File: src/rtl/riscv_pkg.sv
// +------------------------------------------------------------------+
// | riscv_pkg: shared branch types for the execute-stage resolver.   |
// | Revision: 1.0                                                    |
// +------------------------------------------------------------------+
`default_nettype none

package riscv_pkg;

    localparam int RV_XLEN    = 64;
    localparam int INSN_BYTES = 4;

    // Encodings follow the funct3 field of the conditional branch opcodes
    typedef enum logic [2:0] {
        BR_EQ  = 3'b000,
        BR_NE  = 3'b001,
        BR_LT  = 3'b100,
        BR_GE  = 3'b101,
        BR_LTU = 3'b110,
        BR_GEU = 3'b111
    } branch_op_t;

    typedef enum logic [0:0] {
        BR_IDLE     = 1'b0,
        BR_REDIRECT = 1'b1
    } br_state_e;

    typedef struct packed {
        logic [RV_XLEN-1:0] pc;
        logic [RV_XLEN-1:0] target;
        logic [RV_XLEN-1:0] next_pc;
        logic               taken;
        logic               mispred;
        logic               misaligned;
    } br_result_t;

endpackage

`default_nettype wire

File: src/rtl/branch_resolve_ctrl_comp.sv
// +------------------------------------------------------------------+
// | branch_comp: condition evaluator for conditional branches.       |
// | Revision: 1.0                                                    |
// +------------------------------------------------------------------+
`default_nettype none

module branch_comp
    import riscv_pkg::*;
#(
    parameter int XLEN = RV_XLEN
) (
    input  branch_op_t        op,
    input  logic [XLEN-1:0]   a,
    input  logic [XLEN-1:0]   b,
    output logic              taken
);

    always_comb begin
        taken = 1'b0;
        case (op)
            BR_EQ:   taken = (a == b);
            BR_NE:   taken = (a != b);
            BR_LT:   taken = ($signed(a) <  $signed(b));
            BR_GE:   taken = ($signed(a) >= $signed(b));
            BR_LTU:  taken = (a <  b);
            BR_GEU:  taken = (a >= b);
            default: taken = 1'b0;
        endcase
    end

endmodule

`default_nettype wire

File: src/rtl/branch_resolve_ctrl.sv
// +------------------------------------------------------------------+
// | branch_resolve_ctrl: EX-stage branch resolution, redirect and    |
// | flush sequencing. Optional counters under BRANCH_STATS_EN.       |
// | Revision: 1.0                                                    |
// +------------------------------------------------------------------+
`default_nettype none

module branch_resolve_ctrl
    import riscv_pkg::*;
#(
    parameter int XLEN  = RV_XLEN,
    parameter int CNT_W = 32
) (
    input  logic              clk_i,
    input  logic              rst_ni,
    input  logic              flush_i,
    input  logic              br_valid_i,
    output logic              br_ready_o,
    input  branch_op_t        br_op_i,
    input  logic              br_is_jal_i,
    input  logic              br_is_jalr_i,
    input  logic [XLEN-1:0]   pc_i,
    input  logic [XLEN-1:0]   imm_i,
    input  logic [XLEN-1:0]   rs1_i,
    input  logic [XLEN-1:0]   rs2_i,
    input  logic              pred_taken_i,
    input  logic [XLEN-1:0]   pred_target_i,
    output logic              redir_valid_o,
    input  logic              redir_ready_i,
    output logic [XLEN-1:0]   redir_pc_o,
    output logic              flush_o,
    output logic              exc_valid_o,
    output logic [XLEN-1:0]   exc_tval_o,
    output logic              upd_valid_o,
    output logic [XLEN-1:0]   upd_pc_o,
    output logic [XLEN-1:0]   upd_target_o,
    output logic              upd_taken_o,
    output logic              upd_mispred_o,
    output logic [CNT_W-1:0]  stat_br_cnt_o,
    output logic [CNT_W-1:0]  stat_misp_cnt_o
);

    br_state_e  state;
    br_result_t res;
    logic       cmp_taken;
    logic       accept;

    branch_comp #(.XLEN(XLEN)) u_comp (
        .op    (br_op_i),
        .a     (rs1_i),
        .b     (rs2_i),
        .taken (cmp_taken)
    );

    // Ready is gated by rst_ni so nothing is offered while reset is held
    assign br_ready_o    = rst_ni && (state == BR_IDLE) && !flush_i;
    assign accept        = br_valid_i && br_ready_o;
    assign redir_valid_o = (state == BR_REDIRECT);

    always_comb begin
        res        = '0;
        res.pc     = pc_i;
        res.taken  = br_is_jal_i || br_is_jalr_i || cmp_taken;
        if (br_is_jalr_i)
            res.target = (rs1_i + imm_i) & ~XLEN'(1);
        else
            res.target = pc_i + imm_i;
        res.next_pc    = res.taken ? res.target : (pc_i + XLEN'(INSN_BYTES));
        res.mispred    = (res.taken != pred_taken_i) ||
                         (res.taken && (res.target != pred_target_i));
        res.misaligned = res.taken && (res.target[1:0] != 2'b00);
    end

    always_ff @(posedge clk_i or negedge rst_ni) begin
        if (!rst_ni) begin
            state         <= BR_IDLE;
            redir_pc_o    <= '0;
            flush_o       <= 1'b0;
            exc_valid_o   <= 1'b0;
            exc_tval_o    <= '0;
            upd_valid_o   <= 1'b0;
            upd_pc_o      <= '0;
            upd_target_o  <= '0;
            upd_taken_o   <= 1'b0;
            upd_mispred_o <= 1'b0;
        end else begin
            flush_o     <= 1'b0;
            exc_valid_o <= 1'b0;
            upd_valid_o <= 1'b0;
            if (accept) begin
                upd_valid_o   <= 1'b1;
                upd_pc_o      <= res.pc;
                upd_target_o  <= res.target;
                upd_taken_o   <= res.taken;
                upd_mispred_o <= res.mispred;
                // A misaligned target traps instead of redirecting
                if (res.misaligned) begin
                    exc_valid_o <= 1'b1;
                    exc_tval_o  <= res.target;
                    flush_o     <= 1'b1;
                end else if (res.mispred) begin
                    flush_o    <= 1'b1;
                    redir_pc_o <= res.next_pc;
                    state      <= BR_REDIRECT;
                end
            end else if ((state == BR_REDIRECT) && (flush_i || redir_ready_i)) begin
                state <= BR_IDLE;
            end
        end
    end

`ifdef BRANCH_STATS_EN
    logic [CNT_W-1:0] br_cnt;
    logic [CNT_W-1:0] misp_cnt;

    always_ff @(posedge clk_i or negedge rst_ni) begin
        if (!rst_ni) begin
            br_cnt   <= '0;
            misp_cnt <= '0;
        end else if (accept) begin
            if (br_cnt != '1)
                br_cnt <= br_cnt + CNT_W'(1);
            if ((res.mispred || res.misaligned) && (misp_cnt != '1))
                misp_cnt <= misp_cnt + CNT_W'(1);
        end
    end

    assign stat_br_cnt_o   = br_cnt;
    assign stat_misp_cnt_o = misp_cnt;
`else
    assign stat_br_cnt_o   = '0;
    assign stat_misp_cnt_o = '0;
`endif

endmodule

`default_nettype wire

File: config.mk
export PLATFORM = sky130hd
export DESIGN_NAME = branch_resolve_ctrl
export DESIGN_NICKNAME = d
export VERILOG_FILES = /design/src/rtl/riscv_pkg.sv /design/src/rtl/branch_resolve_ctrl_comp.sv /design/src/rtl/branch_resolve_ctrl.sv
export SDC_FILE = /design/constraint.sdc
export NUM_CORES = 1
export LEC_CHECK = 0
export CORE_AREA = 5 5 253 255
export DETAILED_ROUTE_END_ITERATION = 8
export DIE_AREA = 0 0 258 260
export PLACE_DENSITY = 0.8
export SKIP_LAST_GASP = 1
export SYNTH_ARGS = -nofsm -noshare
export SYNTH_HDL_FRONTEND = slang
export SYNTH_HIERARCHICAL = 1
export SYNTH_SLANG_ARGS = --single-unit
File: constraint.sdc
create_clock -name clk_i -period 4.3 [get_ports clk_i]
set_input_delay 0.86 -clock clk_i [delete_from_list [all_inputs] [get_ports clk_i]]
set_output_delay 0.86 -clock clk_i [all_outputs]
set_load 0.03 [all_outputs]
==> out/results.txt <==
Status -> finished with violations
Failing checks -> negative setup slack
Setup tns final -> -79.07 ns
Most common cell after layout, fill and taps aside -> buf_4
Vias/cell -> 6.01
Clock Tree Buf Depth -> 3
Mean Syn Cell Area -> 7.55 µm²
Max Cap Viol -> 0
Worst path top cell family by delay -> simple AND/OR/NAND/NOR gates
Worst-margin pin slew -> 1.03 ns
Post-route DRC -> 0
Dominant synthesized flop cell -> dfrtp_1
Max Fclk -> 180 MHz
Std cell rows -> 91
Clock Latency Late Sink -> 0.54 ns
CP required -> 4.72 ns
Critical path type -> in -> reg
Crit path max fanout -> 9
Inst Count DP -> 5935
Clk slew on worst S/H paths -> 0.07 ns
Post-synth EDFFs -> 0
Worst setup EP type -> register
Remaining global-route overflow -> 0
Post-Route M1 WL -> 57900 µm
Core area -> 0.0614 mm²
Layout cell share with drive strength beyond 1 -> 0.313
Worst vdd ir -> 0.000332 V
IO buf count -> 593
Max transition margin -> 0.311
Seq/Total Area, Yosys -> 0.244
IO Pins -> 658
Flip-flop and latch area -> 0.00656 mm²
Max Used Layer -> met5
Met3 Wirelength -> 17800 µm
Mapped Area -> 0.0268 mm²
Min Clock Period, post-route -> 5.56 ns
GR Util All Layers -> 0.412
Post-Route WL -> 152000 µm
Fin. Hold Viols -> 0
Cell repeated most along the worst path -> nand4_1
Static Leak -> 21.3 nW
H-tree depth -> 1
Critical path data arrival time -> 5.98 ns
Vias -> 36400
Final worst path period share -> 1.29
Root buffer cell -> clkbuf_16
Num CTS Buffers -> 24
Gpl congestion -> 1.05
Non-filler cells in the finished layout -> 6046
Synth warn -> 6
CP bufs+invs -> 6
Met2 WL -> 67600 µm
Yosys reg bits -> 262
CTS tree -> built
Initial drt markers -> 4222
Fill cell count -> 4491
Final setup margin -> -1.26 ns
Asr flop ratio synth -> 1.00
Pre-antenna DRT Iters -> 8
PwrDens -> 360 mW/mm²
Wire length of the first global-routing pass -> 212000 µm
Synthesis-to-finish area growth -> 68.4%
Critical path's slowest cell -> nor4b_4
Commonest non-fill, non-tap cells in the layout -> buf_4 (1193), nand2_1 (628), clkdlybuf4s50_1 (467)
CP startpoint kind -> primary input
DIE HEIGHT -> 260 µm
Final Max Tran Viols -> 0
Fin nets -> 5742
RSZ-0062 raised after global routing -> true
DRT antenna net count -> 0
Post-synth cell types -> 104
Final core occ -> 0.736
Clock skew -> 0.0150 ns
Fin area -> 0.0452 mm²
Type of the worst min-delay path -> in -> async
Setup violators final -> 67
Cts hold-fix bufs -> 0
Width of the die -> 258 µm
Area occupied by multi-input gates -> 0.0205 mm²
Routed wire per std cell -> 25.1 µm
Initial antenna violation count -> 22
Maximum number of pins on one net before global-route repair -> 199
Post-DP HPWL -> 123000 µm
Post-Syn Instances -> 3554
Worst path max stage delay -> 0.40 ns
DP Area -> 0.0419 mm²
Initial core utilization -> 0.437
Die ar. -> 0.0671 mm²
Vias in the first global route -> 34500
Num Clock Sinks -> 262
Yosys cell counts (46+ instances only):
| cell | number | share of area |
|---|---|---|
| buf_4 | 64 | 0.018 |
| a21oi_1 | 310 | 0.058 |
| inv_1 | 114 | 0.016 |
| ha_1 | 190 | 0.089 |
| xnor2_1 | 102 | 0.033 |
| nor2_1 | 235 | 0.033 |
| o21ai_0 | 338 | 0.063 |
| nor3_1 | 72 | 0.013 |
| nand2_1 | 634 | 0.089 |
| clkbuf_1 | 133 | 0.019 |
| nand4_1 | 98 | 0.023 |
| dfrtp_1 | 262 | 0.24 |
| and3_1 | 46 | 0.011 |
| mux2_4 | 46 | 0.026 |
| nand3_1 | 91 | 0.017 |
| xor2_1 | 72 | 0.024 |
metal layers:
| metal | up-vias | global-route usage |
|---|---|---|
| met2 | 2277 | 0.659 |
| li1 | 16100 | - |
| met3 | 486 | 0.0966 |
| met4 | 12 | 0.171 |
| met1 | 17400 | 0.537 |
| met5 | - | 0 |
stage by stage:
step | setup WS [ns] | power [mW] | hold slack [ns]
CTS | -1.27 | 15.7 | 0.479
global placement | -2.20 | 13.0 | 0.457
detailed placement | -2.28 | 13.1 | 0.463
floorplan | -0.649 | 8.12 | 0.564
global route | -1.33 | 16.8 | 0.503
finish | -1.26 | 16.3 | 0.478
state kept, by name, indices dropped and copies added, names as in the netlist:
name           count
exc_tval_o        64
redir_pc_o        64
upd_pc_o          64
upd_target_o      64
exc_valid_o        1
flush_o            1
redir_valid_o      1
upd_mispred_o      1
upd_taken_o        1
upd_valid_o        1
logic make-up (layout without fill, tap and decap cells):
group / count (synthesis) / in the layout / share of synthesized area
xor+xnor: 180 / 180 / 0.0620
simple gates: 1407 / 1407 / 0.249
compound gates: 1058 / 1058 / 0.246
other cells: 1 / 83 / 0.000140
flops: 262 / 262 / 0.244
fa+ha+maj: 192 / 192 / 0.0901
mux: 99 / 99 / 0.0467
buf+inv: 355 / 1975 / 0.0617
final timing paths:
path                                  end          start  slack, ns  depth (start not counted)
setup / recovery           redir_pc_o[33]      rs1_i[37]      -1.26                         26
hold / removal                upd_pc_o[3]         rst_ni       0.48                          2
setup reg to reg            exc_tval_o[2]  redir_valid_o       1.67                          7
hold reg to reg               upd_pc_o[7]    upd_pc_o[7]       0.48                          2
max in group asynchronous    upd_pc_o[49]         rst_ni       2.10                          3
min in group clk_i            upd_pc_o[7]    upd_pc_o[7]       0.48                          2
report_power, final:
part           internal [mW]  total, mW  leakage [nW]  switching (mW)
registers               3.26       3.84          3.24           0.579
logic                   4.34       9.92          17.6            5.58
clock network           1.45       2.50         0.444            1.05
final cells by class:
cell class / instances / area share
Antenna cell: 19 / 0.00105
Clock buffer: 29 / 0.0151
Clock inverter: 15 / 0.00504
Inverter: 114 / 0.00953
Multi-Input combinational cell: 3000 / 0.453
Sequential cell: 262 / 0.145
Tap cell: 790 / 0.0219
Timing Repair Buffer: 1817 / 0.349
repair_timing:
action	4_1_cts	5_1_grt
cloned	4	4
setup endpoints to repair	79	137
gates resized for setup	48	407
pin swaps	21	81
setup buffers	19	26
Note: power is estimated with default switching activity, not from simulation.
